<file path="config.mk">
export PLATFORM = sky130hd
export DESIGN_NAME = pack_wren_scheduler
export DESIGN_NICKNAME = d
export VERILOG_FILES = /design/src/rtl/pack_wren_scheduler.sv
export SDC_FILE = /design/constraint.sdc
export NUM_CORES = 1
export LEC_CHECK = 0
export BUFFER_PORTS_ARGS = -buffer_cell sky130_fd_sc_hd__buf_2
export CAP_MARGIN = 20
export CORE_MARGIN = 3
export CORE_UTILIZATION = 53
export DETAILED_ROUTE_END_ITERATION = 10
export GPL_TIMING_DRIVEN = 0
export PLACE_DENSITY = 0.81
export SYNTH_ARGS = -nofsm -noshare
export SYNTH_HDL_FRONTEND = slang
export SYNTH_SLANG_ARGS = --single-unit
</file>
<file path="constraint.sdc">
create_clock -name rdclock -period 3.5 [get_ports rdclock]
set_clock_uncertainty 0.1 [all_clocks]
set_input_delay 0.7 -clock rdclock [delete_from_list [all_inputs] [get_ports rdclock]]
set_output_delay 0.7 -clock rdclock [all_outputs]
set_load 0.005 [all_outputs]
</file>
<file path="src/rtl/pack_wren_scheduler.sv">
// pack_wren_scheduler: steers the USB3 cache word stream into the 24 sample RAM banks.
// It finds packet headers, decodes the packet type and writes each payload word to its bank.
// Ports:
//   rdclock    block clock, same domain as the cache read port
//   rst        asynchronous reset, active-high
//   in_data    cache word
//   in_valid   in_data valid; a word is accepted when in_valid && in_ready
//   in_ready   block can accept a word (low only in DONE)
//   wren       one-hot bank write enable, one cycle after the payload word is accepted
//   wr_addr    word address within the selected bank
//   wr_data    registered payload word
//   busy       state is not IDLE
//   pack_done  one-cycle pulse after the last word of a packet
//   soft_rst   one-cycle pulse on the soft-reset command
//   err_count  saturating protocol error count
module pack_wren_scheduler #(
  parameter int CA_LEN = 32,
  parameter int B_LEN  = 10,
  parameter int C_LEN  = 64
) (
  input  logic        rdclock,
  input  logic        rst,
  input  logic [31:0] in_data,
  input  logic        in_valid,
  output logic        in_ready,
  output logic [23:0] wren,
  output logic [7:0]  wr_addr,
  output logic [31:0] wr_data,
  output logic        busy,
  output logic        pack_done,
  output logic        soft_rst,
  output logic [7:0]  err_count
);

  typedef enum logic [1:0] {
    IDLE,
    SEL,
    STREAM,
    DONE
  } state_t;

  localparam logic [7:0] CA_LAST = 8'(CA_LEN - 1);
  localparam logic [7:0] B_LAST  = 8'(B_LEN - 1);
  localparam logic [7:0] C_LAST  = 8'(C_LEN - 1);

  state_t      st, st_n;
  logic [4:0]  bank, bank_n;
  logic [4:0]  last_bank, last_bank_n;
  logic [7:0]  last_idx, last_idx_n;
  logic [7:0]  cnt, cnt_n;
  logic [23:0] wren_n;
  logic [7:0]  addr_n;
  logic [31:0] data_n;
  logic        done_n;
  logic        soft_n;
  logic [1:0]  err_inc;
  logic [8:0]  err_sum;
  logic [7:0]  err_n;
  logic        acc;
  logic        hdr;
  logic [15:0] typ;

  assign in_ready = (st != DONE);
  assign busy     = (st != IDLE);
  assign acc      = in_valid && in_ready;
  assign hdr      = (in_data & 32'hFF0000FF) == 32'hFF0000AA;
  assign typ      = in_data[23:8];

  always_comb begin
    st_n        = st;
    bank_n      = bank;
    last_bank_n = last_bank;
    last_idx_n  = last_idx;
    cnt_n       = cnt;
    wren_n      = '0;
    addr_n      = wr_addr;
    data_n      = wr_data;
    done_n      = 1'b0;
    soft_n      = 1'b0;
    err_inc     = 2'd0;
    if (st == DONE) begin
      st_n = IDLE;
    end else if (acc && hdr) begin
      // A header inside a packet aborts it, then decodes as a fresh header.
      if (st != IDLE) err_inc = 2'd1;
      cnt_n = '0;
      st_n  = IDLE;
      unique case (1'b1)
        typ == 16'h0000: begin
          st_n        = STREAM;
          bank_n      = 5'd0;
          last_bank_n = 5'd7;
          last_idx_n  = CA_LAST;
        end
        typ == 16'h000A: begin
          st_n        = STREAM;
          bank_n      = 5'd8;
          last_bank_n = 5'd15;
          last_idx_n  = B_LAST;
        end
        typ == 16'h00AA: st_n = SEL;
        typ == 16'h0A0A: soft_n = 1'b1;
        default: err_inc = err_inc + 2'd1;
      endcase
    end else if (acc) begin
      unique case (st)
        SEL: begin
          if (in_data[31:3] == '0) begin
            st_n        = STREAM;
            bank_n      = {2'b10, in_data[2:0]};
            last_bank_n = {2'b10, in_data[2:0]};
            last_idx_n  = C_LAST;
            cnt_n       = '0;
          end else begin
            st_n    = IDLE;
            err_inc = 2'd1;
          end
        end
        STREAM: begin
          wren_n = 24'd1 << bank;
          addr_n = cnt;
          data_n = in_data;
          if (cnt == last_idx) begin
            cnt_n = '0;
            if (bank == last_bank) begin
              st_n   = DONE;
              done_n = 1'b1;
            end else begin
              bank_n = bank + 5'd1;
            end
          end else begin
            cnt_n = cnt + 8'd1;
          end
        end
        default: ;
      endcase
    end
    err_sum = {1'b0, err_count} + {7'd0, err_inc};
    err_n   = err_sum[8] ? 8'hFF : err_sum[7:0];
  end

  always_ff @(posedge rdclock or posedge rst) begin
    if (rst) begin
      st        <= IDLE;
      bank      <= '0;
      last_bank <= '0;
      last_idx  <= '0;
      cnt       <= '0;
      wren      <= '0;
      wr_addr   <= '0;
      wr_data   <= '0;
      pack_done <= 1'b0;
      soft_rst  <= 1'b0;
      err_count <= '0;
    end else begin
      st        <= st_n;
      bank      <= bank_n;
      last_bank <= last_bank_n;
      last_idx  <= last_idx_n;
      cnt       <= cnt_n;
      wren      <= wren_n;
      wr_addr   <= addr_n;
      wr_data   <= data_n;
      pack_done <= done_n;
      soft_rst  <= soft_n;
      err_count <= err_n;
    end
  end

endmodule
</file>
### Yosys cells after proc, flatten, opt, wreduce, memory -nomap -nowiden

Index checks and enable logic that the tools add are counted.
Widths: inputs -> output; s select.

| operators by class | value |
|---|---|
| shifts and indexed selects | 1 |
| muxes and demuxes | 52 |
| add/subtract/negate cells | 4 |
| equality and inequality tests | 16 |
| bitwise gates (word level) | 2 |
| reductions and logical operators | 18 |

Operators by type and width:

| operator | number |
|---|---|
| $mux 24 | 4 |
| $mux 8 | 9 |
| $mux 5 | 8 |
| $pmux 8 s2 | 2 |
| $pmux 5 s2 | 3 |
| $logic_not 29->1 | 1 |
| $shl 1x5->24 const A | 1 |
| $mux 2 | 11 |
| $eq 16x12->1 const B | 1 |
| $eq 16x16->1 const B | 1 |
| $eq 16x4->1 const B | 1 |
| $eq 16x8->1 const B | 1 |
| $logic_not 16->1 | 1 |
| $mux 1 | 13 |
| $reduce_and 4->1 | 3 |
| $add 8x2->9 | 1 |
| $ne 3x3->1 const B | 3 |
| $add 8x1->8 const B | 1 |
| $eq 8x8->1 | 1 |
| $ne 4x4->1 const B | 2 |
| $pmux 2 s2 | 2 |
| $reduce_bool 2->1 | 4 |
| $reduce_and 7->1 | 1 |
| $reduce_bool 3->1 | 2 |
| 13 further kinds | 16 |

| storage, ports and cells | value |
|---|---|
| bits in registers | 102 |
| word-level logic and storage cells | 104 |
| output and inout port bits | 76 |
| input port bits | 35 |

### Depth between registers and ports, before layout

Gate-level depths: netlist of run 1.

| depth | value |
|---|---|
| word-level depth | 11 |
| gate-level depth with buffers | 14 |
| gate-level depth less buffers | 14 |

### Worst setup path before layout of run 1

Ideal clock, no wire load.

| timing path | value |
|---|---|
| path type | input -> register |
| from | input in_data[12] |
| to | register err_count[0] |
| data arrival time | 3.387 ns |
| path slack | -0.057 ns |
| data required time | 3.330 ns |
| buffers on the path | 0 |
| setup time | 0.070 ns |
| stages | 12 |
| cells stage by stage | or4_1 nand4bb_4 or2_2 a21boi_0 ha_1 a31o_2 ha_1 inv_1 fa_1 nor2_1 nand3_1 nand2b_1 |

| between the ends | value |
|---|---|
| word-level cells in the longest chain between the ends | 8 |
| elaborated cells between the ends (all ways) | 14 |
| classes of those cells | add/sub: 1; eq/ne: 3; mux: 7; reduce/logical: 3 |

RTL lines:

| what | line | text |
|---|---|---|
| start, declared | 23 | `input logic [31:0] in_data,` |
| $logic_not 29->1 | 108 | `if (in_data[31:3] == '0) begin` |
| $mux 1 | 108 |  |
| $mux 1 | 106 | `unique case (st)` |
| $mux 1 | 105 | `end else if (acc) begin` |
| $mux 2 * | 83 | `end else if (acc && hdr) begin` |
| $mux 2 * | 81 | `if (st == DONE) begin` |
| $add 8x2->9 * | 138 | `err_sum = {1'b0, err_count} + {7'd0, err_inc};` |
| $mux 8 * | 139 | `err_n = err_sum[8] ? 8'hFF : err_sum[7:0];` |
| named net err_n[0] | 58 | `logic [7:0] err_n;` |
| end signal, assigned | 166 | `err_count <= err_n;` |
| end, declared | 32 | `output logic [7:0] err_count` |

Mark *: on every way through the listed nets, which the timed path passes. The rest lies on a longest branch.
A chain may end at the register's enable or synchronous reset.

### Worst setup path after layout of run 1

| timing path | value |
|---|---|
| from | input in_data[12] |
| to | register err_count[1] |

The elaborated chain is that of the path after synthesis.

==> results of run 1 <==
==> power by group through the flow <==
stage               logic (mW)  registers [mW]  clock network, mW
finish                   0.244            1.18              0.715
global route             0.278            1.19              0.775
CTS                      0.245            1.18              0.725
detailed placement       0.245            1.20                  0
global placement         0.230            1.20                  0
floorplan                0.133            1.20                  0
==> per-stage QoR <==
stage	utilization [%]	TNS, ns	hold WS, ns	power (mW)
2_1_floorplan	-	0	0.356	1.33
3_3_place_gp	64.6	-77.71	0.355	1.43
3_5_place_dp	64.9	-2.47	0.358	1.45
4_1_cts	67.4	0	0.277	2.15
5_1_grt	67.7	-0.000341	0.277	2.24
6_report	67.7	0	0.260	2.14
==> worst max path at each step <==
stage	from	slack (ns)	end	depth (start not counted)
after detailed placement	in_data[12]	-0.37	err_count[1]	13
after floorplan	in_data[12]	0.05	err_count[4]	12
after global routing	in_data[12]	-0.0003	err_count[4]	13
after CTS	in_data[12]	0.01	err_count[1]	13
after global placement	rst	-0.80	wr_addr[3]	2
final	in_data[12]	0.12	err_count[1]	13
==> cells in the final DEF (no fill, tap or decap), types with 6 or more instances in the layout <==
cell and count:
nor3_1 12, nand2_1 141, buf_2 118, nor2_1 35
o21ai_0 19, nand4_1 8, clkbuf_1 10, nor4_1 14
nand2b_1 6, xor2_1 9, a21oi_1 6, inv_1 22
nand3_1 12, ha_1 14, clkbuf_8 9, dfrtp_1 96
==> logic make-up after synthesis <==
logic type	count (synthesis)	synth area share (%)
and+or+nand+nor	263	28.3
DFF	96	54.2
AOI/OAI and AO/OA	47	6.72
buffers and inverters	41	3.70
adders and majority gates	15	4.41
xor gates and xnor gates	11	2.18
muxes	2	0.452
==> state kept, by name, indices dropped and copies added (netlist names) <==
signal	cells
st	2
err_count	8
cnt	8
wr_addr	8
wren	24
bank	5
last_idx	3
pack_done	1
last_bank	4
wr_data	32
soft_rst	1
==> repair_timing <==
| item | in CTS | in global routing |
|---|---|---|
| buffers inserted | 0 | 1 |
| setup endpoints to repair | 0 | 6 |
| gates resized for setup | 0 | 3 |
| endpoints found under the hold margin | 0 | 0 |
==> final cells by class <==
cell class                 instances  area, µm²
buffer                            18       77.6
timing repair buffer             112        586
clock buffer                       9        124
sequential                        96       2400
clock inverter                     7       70.1
multi-input combinational        338       1890
inverter                          23       88.8
tap                              102        128
fill                             690       2560
==> per-layer routing <==
layer  share of wire (%)  vias to the layer above  global-route usage, %
met2                  50                      143                   39.3
met5                   0                        -                      0
met3                 6.7                       19                   5.24
met1                  41                     1844                   29.5
li1                    -                     1830                      -
met4                 1.9                        0                   7.99
==> worst register-to-register path: cells and delay by family (launching register included) <==
family	cells	cell delay (ns)
adders and majority gates	3	0.86
DFF	1	0.43
AOI/OAI and AO/OA	1	0.22
and+or+nand+nor	6	1.56
buffers and inverters	1	0.06
==> flow_summary.toml, run 1 <==
[outcome]
run_status = "finished, final reports clean"

[critical_path]
r2r_cells = 11
crit_top_cell = "ha_1"
cp_cell_sequence = "buf_2 -> or4_1 -> nand4bb_4 -> or2_2 -> a21boi_0 -> ha_1 -> a31o_2 -> ha_1 -> inv_1 -> fa_2 -> nor2_4 -> nand3_4 -> nand2_1"
cp_max_fo = 6
cp_slowest_cell = "or4_1"
arrival_ns = 3.59
r2r_slack_ns = 0.22
r2r-end = "err_count[1]"
critPathBufInv = 2
cp-end-kind = "register"
cp_top_family = "simple AND/OR/NAND/NOR gates"
setup.worst_path.start_class = "input port"
r2r_start = "st[0]"
crit_required_ns = 3.71
cpPeakStageDelay_ns = 0.56
crit_type = "in -> reg"

[finish]
final_layout_size_suffix_gt1_share_pct = 25.2
final_nets = 648
antenna_cells = 0
fin_cells = 705
fin_area_um2 = 5360
syn2layout_area_growth_pct = 21.1

[logic_synthesis]
avgSynthCellArea_um2 = 9.32
synth_area_leaders = "dfrtp_1, nand2_1, ha_1"
synth_seq_cells = 96
yosysWarnings = 0
syn_inst = 475
yosys.area.top_type_share_pct = 54.2
synth_nets = 525
synth_top_cell_by_area = "dfrtp_1"
synth_common_cells = "nand2_1, dfrtp_1, nor2_1"
synthArstFlopShare_pct = 100
ys_seq_area_share_pct = 54.2
synth_edf_count = 0
yosysMostFrequentCell = "nand2_1"
synth_area_um2 = 4430
synth_top_flop_cell = "dfrtp_1"
synth_cell_types = 51

[sta]
fmax_mhz = 296
relSlewSlack_pct = 59.0
timing.final.ws_setup_ns = 0.117
period_minus_slack_ns = 3.38
tightest_slew_ns = 0.600
hold_viol = 0
fin_crit_sh_pct = 96.6
slew_violations = 0
setup_violations = 0

[pwr]
seqPwrFrac_pct = 55.2
power_leakage_nw = 2.94
switching_share_pct = 28.5
power_density_nw_per_um2 = 399
p_sw_mw = 0.612
p_int_mw = 1.53
combPwrFrac_pct = 11.4
peakVddDrop_mv = 0.302
clockPowerShare_pct = 33.4

[global_route]
grt_pass1_wl_mm = 18.1
grt-ovfl-total = 0
grt_pass1_vias = 3858
grt_start_max_net_pins = 57
antenna_found_initial = 0
grt_util_all_layers_pct = 23.2

[clock_network]
cts.sinks = 96
clockRootBuffer = "clkbuf_8"
clock_path_buffers = 2
holdBufCountCts = 0
clk_pin_slew_ns = 0.11
cts_buffers = 9
clkLatencyLatePin_ns = 0.37
cts_tree = "done"
htree_levels = 3

[floorplanning]
die_h_um = 97.4
chipWidth_um = 97.4
dieArea_um2 = 9490
row_count = 32
coreArea_um2 = 7930
pin_count = 111
start_util_pct = 55.9

[route]
vias = 3836
dr.pass1.iters = 4
ant_nets = 0
routed_wl_mm = 10.5
viasPerCell = 5.44
routedWlPerCell_um = 14.9
drcViolationCount = 0
drt_iter0_drc = 159

[placed_design]
pre_cts_slack_ns = -0.365
placed_cell_area_um2 = 5150
dp_cells = 688
port_buffers = 110
dp_hpwl_mm = 8.00
gp_congestion = 0.846

[job]
cap_violations = 0

[worst_hold_path]
min_path_type = "in -> async"
No activity file was read; power rests on OpenSTA's default activity.
==> inputs of run 2 (changes only) <==
--- a/config.mk
+++ b/config.mk
@@ -7,11 +7,11 @@
 export LEC_CHECK = 0
 export BUFFER_PORTS_ARGS = -buffer_cell sky130_fd_sc_hd__buf_2
 export CAP_MARGIN = 20
-export CORE_MARGIN = 3
-export CORE_UTILIZATION = 53
+export CORE_UTILIZATION = 35
 export DETAILED_ROUTE_END_ITERATION = 10
 export GPL_TIMING_DRIVEN = 0
-export PLACE_DENSITY = 0.81
+export PLACE_DENSITY = 0.57
+export SETUP_SLACK_MARGIN = 0.05
 export SYNTH_ARGS = -nofsm -noshare
 export SYNTH_HDL_FRONTEND = slang
 export SYNTH_SLANG_ARGS = --single-unit
==> run 2 against run 1 <==
Die area is 38% higher. Wire length is 6.7% higher. Maximum frequency is 2.6% higher. Core utilization is 22 points lower. Clock power is 48% higher.
==> flow_summary.toml, run 2 (same netlist as run 1, synthesis figures left out) <==
[route]
drt_iter0_drc = 180
dr.pass1.iters = 4
routed_wl_mm = 11.2
routedWlPerCell_um = 14.6
viasPerCell = 4.76
ant_nets = 0
vias = 3674
drcViolationCount = 0

[sta]
tightest_slew_ns = 0.534
setup_violations = 0
fmax_mhz = 303
relSlewSlack_pct = 64.4
slew_violations = 0
period_minus_slack_ns = 3.30
fin_crit_sh_pct = 94.2
hold_viol = 0
rsz0062_at_grt = "false"

[pwr]
peakVddDrop_mv = 0.404
power_leakage_nw = 3.00
finalPower_mw = 2.49
power_density_nw_per_um2 = 445

[finish]
final_nets = 649
reg_top3 = "wr_data x32, wren x24"
largest_reg_flops = 32
final_layout_size_suffix_gt1_share_pct = 25.7
final_cell_mix = "nand2_1, buf_2, dfrtp_1"
regMostFlops = "wr_data"
syn2layout_area_growth_pct = 26.2
fin_util_pct = 45.9
antenna_cells = 0
fin_cells = 772
final_common_cell = "nand2_1"

[critical_path]
cp_max_fo = 5
cp-end-kind = "register"
crit_type = "in -> reg"
endpoint = "err_count[2]"
setup.worst_path.start_class = "input port"
arrival_ns = 3.43
crit_start = "in_data[20]"
crit_required_ns = 3.63
r2r-end = "err_count[2]"
r2r_slack_ns = 0.28
r2r_cells = 12
r2r_start = "st[0]"

[global_route]
grt_util_all_layers_pct = 18.3
antenna_found_initial = 0
grt_pass1_vias = 3719
grt-ovfl-total = 0
grt_start_max_net_pins = 72
grt_pass1_wl_mm = 18.7

[floorplanning]
coreArea_um2 = 12200
dieArea_um2 = 13100
chipWidth_um = 114
pin_count = 111
die_h_um = 114
start_util_pct = 36.4
row_count = 40

[placed_design]
dp_hpwl_mm = 8.38
gp_congestion = 0.794
dp_cells = 754
port_buffers = 110

[outcome]
run_status = "finished, final reports clean"

[clock_network]
cts.sinks = 96
clkLatencyLatePin_ns = 0.35
clock_path_buffers = 2
cts_buffers = 9
htree_levels = 3
clockRootBuffer = "clkbuf_16"
clk_pin_slew_ns = 0.07
cts_tree = "done"
holdBufCountCts = 0

[job]
cap_violations = 0

[worst_hold_path]
min_path_type = "in -> async"
## run 2: layout make-up
class                      count  area (µm²)
clock buffer                   9         225
clock inverter                 7        93.8
inverter                      23        88.8
sequential                    96        2400
timing repair buffer         113         593
buffer                        18        77.6
tap                          168         210
fill                        1226        6570
multi-input combinational    338        1900
## run 2: per-layer routing
| metal | vias to the layer above | GRT usage, % | wire, µm |
|---|---|---|---|
| met5 | - | 0 | 0 |
| met2 | 102 | 30.5 | 5380 |
| met4 | 0 | 6.32 | 116 |
| li1 | 1838 | - | - |
| met1 | 1725 | 23.4 | 5120 |
| met3 | 9 | 4.18 | 627 |
## run 2: what timing repair did
action                                  4_1_cts  5_1_grt
pin swaps                                     2        1
endpoints found under the setup margin        6        7
gates resized for setup                       3        2
gates cloned                                  0        0
buffers inserted                              2        0
## run 2: worst max-delay path: stages
cell and delay [ns]:
buf_2 0.11, or4_4 0.54, nand4bb_4 0.25, or2_4 0.28, a21boi_0 0.14, ha_1 0.29, a31o_2 0.14, ha_1 0.16
inv_1 0.06, fa_2 0.41, buf_4 0.16, xor2_1 0.12, nand2_1 0.07
## run 2: worst min-delay path by stage
stage,start,to,cells after the start
final,rst,wren[17],2
after global routing,rst,wren[17],2
after CTS,rst,wren[17],2
after detailed placement,wr_data[6],wr_data[6],2
after global placement,wr_data[8],wr_data[8],2
after floorplan,last_idx[3],last_idx[3],1
## run 2: per-stage QoR
step	cell area, µm²	hold WS, ns	setup slack, ns	TNS [ns]
after floorplan	4440	0.356	0.0533	0
after global placement	5200	0.353	-0.912	-88.93
after detailed placement	5230	0.358	-0.367	-2.55
after CTS	5580	0.227	0.0637	0
after global routing	5590	0.254	0.0644	0
final	5590	0.220	0.202	0
## run 2: power breakdown
group | switching [mW] | leakage, nW | internal [mW] | total, mW
clock network | 0.430 | 0.152 | 0.626 | 1.06
logic | 0.140 | 1.54 | 0.109 | 0.249
registers | 0.0394 | 1.31 | 1.14 | 1.18
total | 0.609 | 3.00 | 1.88 | 2.49
==> inputs of run 3 (changes only) <==
--- a/config.mk
+++ b/config.mk
@@ -10,7 +10,7 @@
 export CORE_UTILIZATION = 35
 export DETAILED_ROUTE_END_ITERATION = 10
 export GPL_TIMING_DRIVEN = 0
-export PLACE_DENSITY = 0.57
+export PLACE_DENSITY = 0.6
 export SETUP_SLACK_MARGIN = 0.05
 export SYNTH_ARGS = -nofsm -noshare
 export SYNTH_HDL_FRONTEND = slang
==> constraint.sdc (replaced) <==
create_clock -name rdclock -period 2.6 [get_ports rdclock]
set_clock_uncertainty 0.1 [all_clocks]
set_input_delay 0.52 -clock rdclock [delete_from_list [all_inputs] [get_ports rdclock]]
set_output_delay 0.52 -clock rdclock [all_outputs]
set_load 0.005 [all_outputs]
==> run 3 against run 2 <==
The run now ends with negative setup slack left. Flip-flop and latch count unchanged. Via count increased by 3.1%. Non-clock buffer count grew 15. Die area is the same. Worst setup slack got worse by 0.61 ns. First-iteration DRC count fell by 1.1%. Hold slack lost 0.096 ns. Largest cell class unchanged.
==> flow_summary.toml, run 3 (same netlist as run 1, synthesis figures left out) <==
[sta]
period_minus_slack_ns = 3.01
setup_violations = 8
holdWs_ns = 0.124
tightest_slew_ns = 0.576
fin_crit_sh_pct = 116
relSlewSlack_pct = 61.5
timing.final.ws_setup_ns = -0.407
fmax_mhz = 333
rsz0062_at_grt = "true"
slew_violations = 0
hold_viol = 0

[job]
cap_violations = 0

[finish]
final_layout_size_suffix_gt1_share_pct = 31.0
fin_area_um2 = 5850
final_common_cell = "nand2_1"
antenna_cells = 0
final_cell_mix = "nand2_1, buf_2, dfrtp_1"
syn2layout_area_growth_pct = 32.1
fin_cells = 787
largest_reg_flops = 32
regMostFlops = "wr_data"
final_nets = 664
reg_top3 = "wr_data x32, wren x24"

[floorplanning]
die_h_um = 114
pin_count = 111
coreArea_um2 = 12200
dieArea_um2 = 13100
start_util_pct = 36.4
row_count = 40
chipWidth_um = 114

[clock_network]
clock_path_buffers = 2
cts_buffers = 9
clkLatencyLatePin_ns = 0.35
cts_tree = "done"
cts.sinks = 96
clockRootBuffer = "clkbuf_16"
holdBufCountCts = 0
clk_pin_slew_ns = 0.07
htree_levels = 3

[route]
vias = 3788
ant_nets = 0
routed_wl_mm = 11.5
routedWlPerCell_um = 14.6
drcViolationCount = 0
dr.pass1.iters = 4
viasPerCell = 4.81
drt_iter0_drc = 178

[critical_path]
cp_slowest_cell = "or4_4"
cp-end-kind = "register"
critPathBufInv = 3
cp_top_family = "simple AND/OR/NAND/NOR gates"
crit_required_ns = 2.73
setup.worst_path.start_class = "input port"
cpPeakStageDelay_ns = 0.52
cp_max_fo = 5
crit_type = "in -> reg"
cp_cell_sequence = "buf_6 -> or4_4 -> nand4bb_4 -> or2_4 -> a21boi_2 -> ha_1 -> a31o_4 -> ha_4 -> inv_2 -> fa_2 -> buf_4 -> xor2_1 -> nand2_1"
arrival_ns = 3.14

[placed_design]
port_buffers = 110
gp_congestion = 0.799
placed_cell_area_um2 = 5270
dp_hpwl_mm = 8.38
dp_cells = 755
pre_cts_slack_ns = -0.911

[global_route]
grt_pass1_wl_mm = 19.0
antenna_found_initial = 0
grt_util_all_layers_pct = 18.7
grt_start_max_net_pins = 39
grt_pass1_vias = 3748
grt-ovfl-total = 0

[worst_hold_path]
min_path_type = "in -> async"

[pwr]
power_density_nw_per_um2 = 550
peakVddDrop_mv = 0.369
power_leakage_nw = 3.11
finalPower_mw = 3.22

[outcome]
violations = "negative setup slack"
run_status = "finished, violations left"
run 3: cell count changes in the layout (fill, tap and decap cells not counted), sizes merged:
cell | before | now
buf | 121 | 137
bufinv | 2 | 0
clkbuf | 19 | 20
run 3: area by class of cell:
cell class / count / area (µm²)
Fill cell: 1186 / 6310
Multi-Input combinational cell: 338 / 2010
Timing Repair Buffer: 129 / 734
Inverter: 23 / 90.1
Tap cell: 168 / 210
Buffer: 17 / 130
Clock buffer: 11 / 233
Clock inverter: 5 / 38.8
Sequential cell: 96 / 2400
run 3: power breakdown:
part	total [mW]	switching [mW]	internal (mW)
clock	1.24	0.587	0.657
combinational	0.386	0.207	0.179
sequential	1.59	0.0508	1.54
run 3: final timing paths:
check | start | end | slack [ns] | cells after the start
worst max register to register | st[1] | err_count[2] | -0.19 | 12
worst min-delay path | rst | wr_data[5] | 0.12 | 2
worst min register to register | wr_data[3] | wr_data[3] | 0.38 | 2
max in group asynchronous | rst | cnt[1] | 1.45 | 4
worst max-delay path | in_data[16] | err_count[2] | -0.41 | 13
min in group rdclock | in_data[16] | wr_data[16] | 0.26 | 3
run 3: timing repair:
item,4_1_cts,5_1_grt
pin swaps,20,6
resized for setup,33,15
setup endpoints to repair,80,43
setup buffers,17,0
endpoints found under the hold margin,0,0
run 3: layer usage:
metal | GRT usage [%] | wire length [µm]
met1 | 24.5 | 5260
met2 | 28.9 | 5250
met3 | 4.61 | 701
met4 | 8.92 | 279
met5 | 0 | 0
run 3: through the flow:
stage	util, %	TNS, ns
6_report	48.1	-2.90
2_1_floorplan	-	-4.54
4_1_cts	47.7	-3.12
5_1_grt	48.1	-3.80
3_3_place_gp	43.0	-20.97
3_5_place_dp	43.3	-21.82
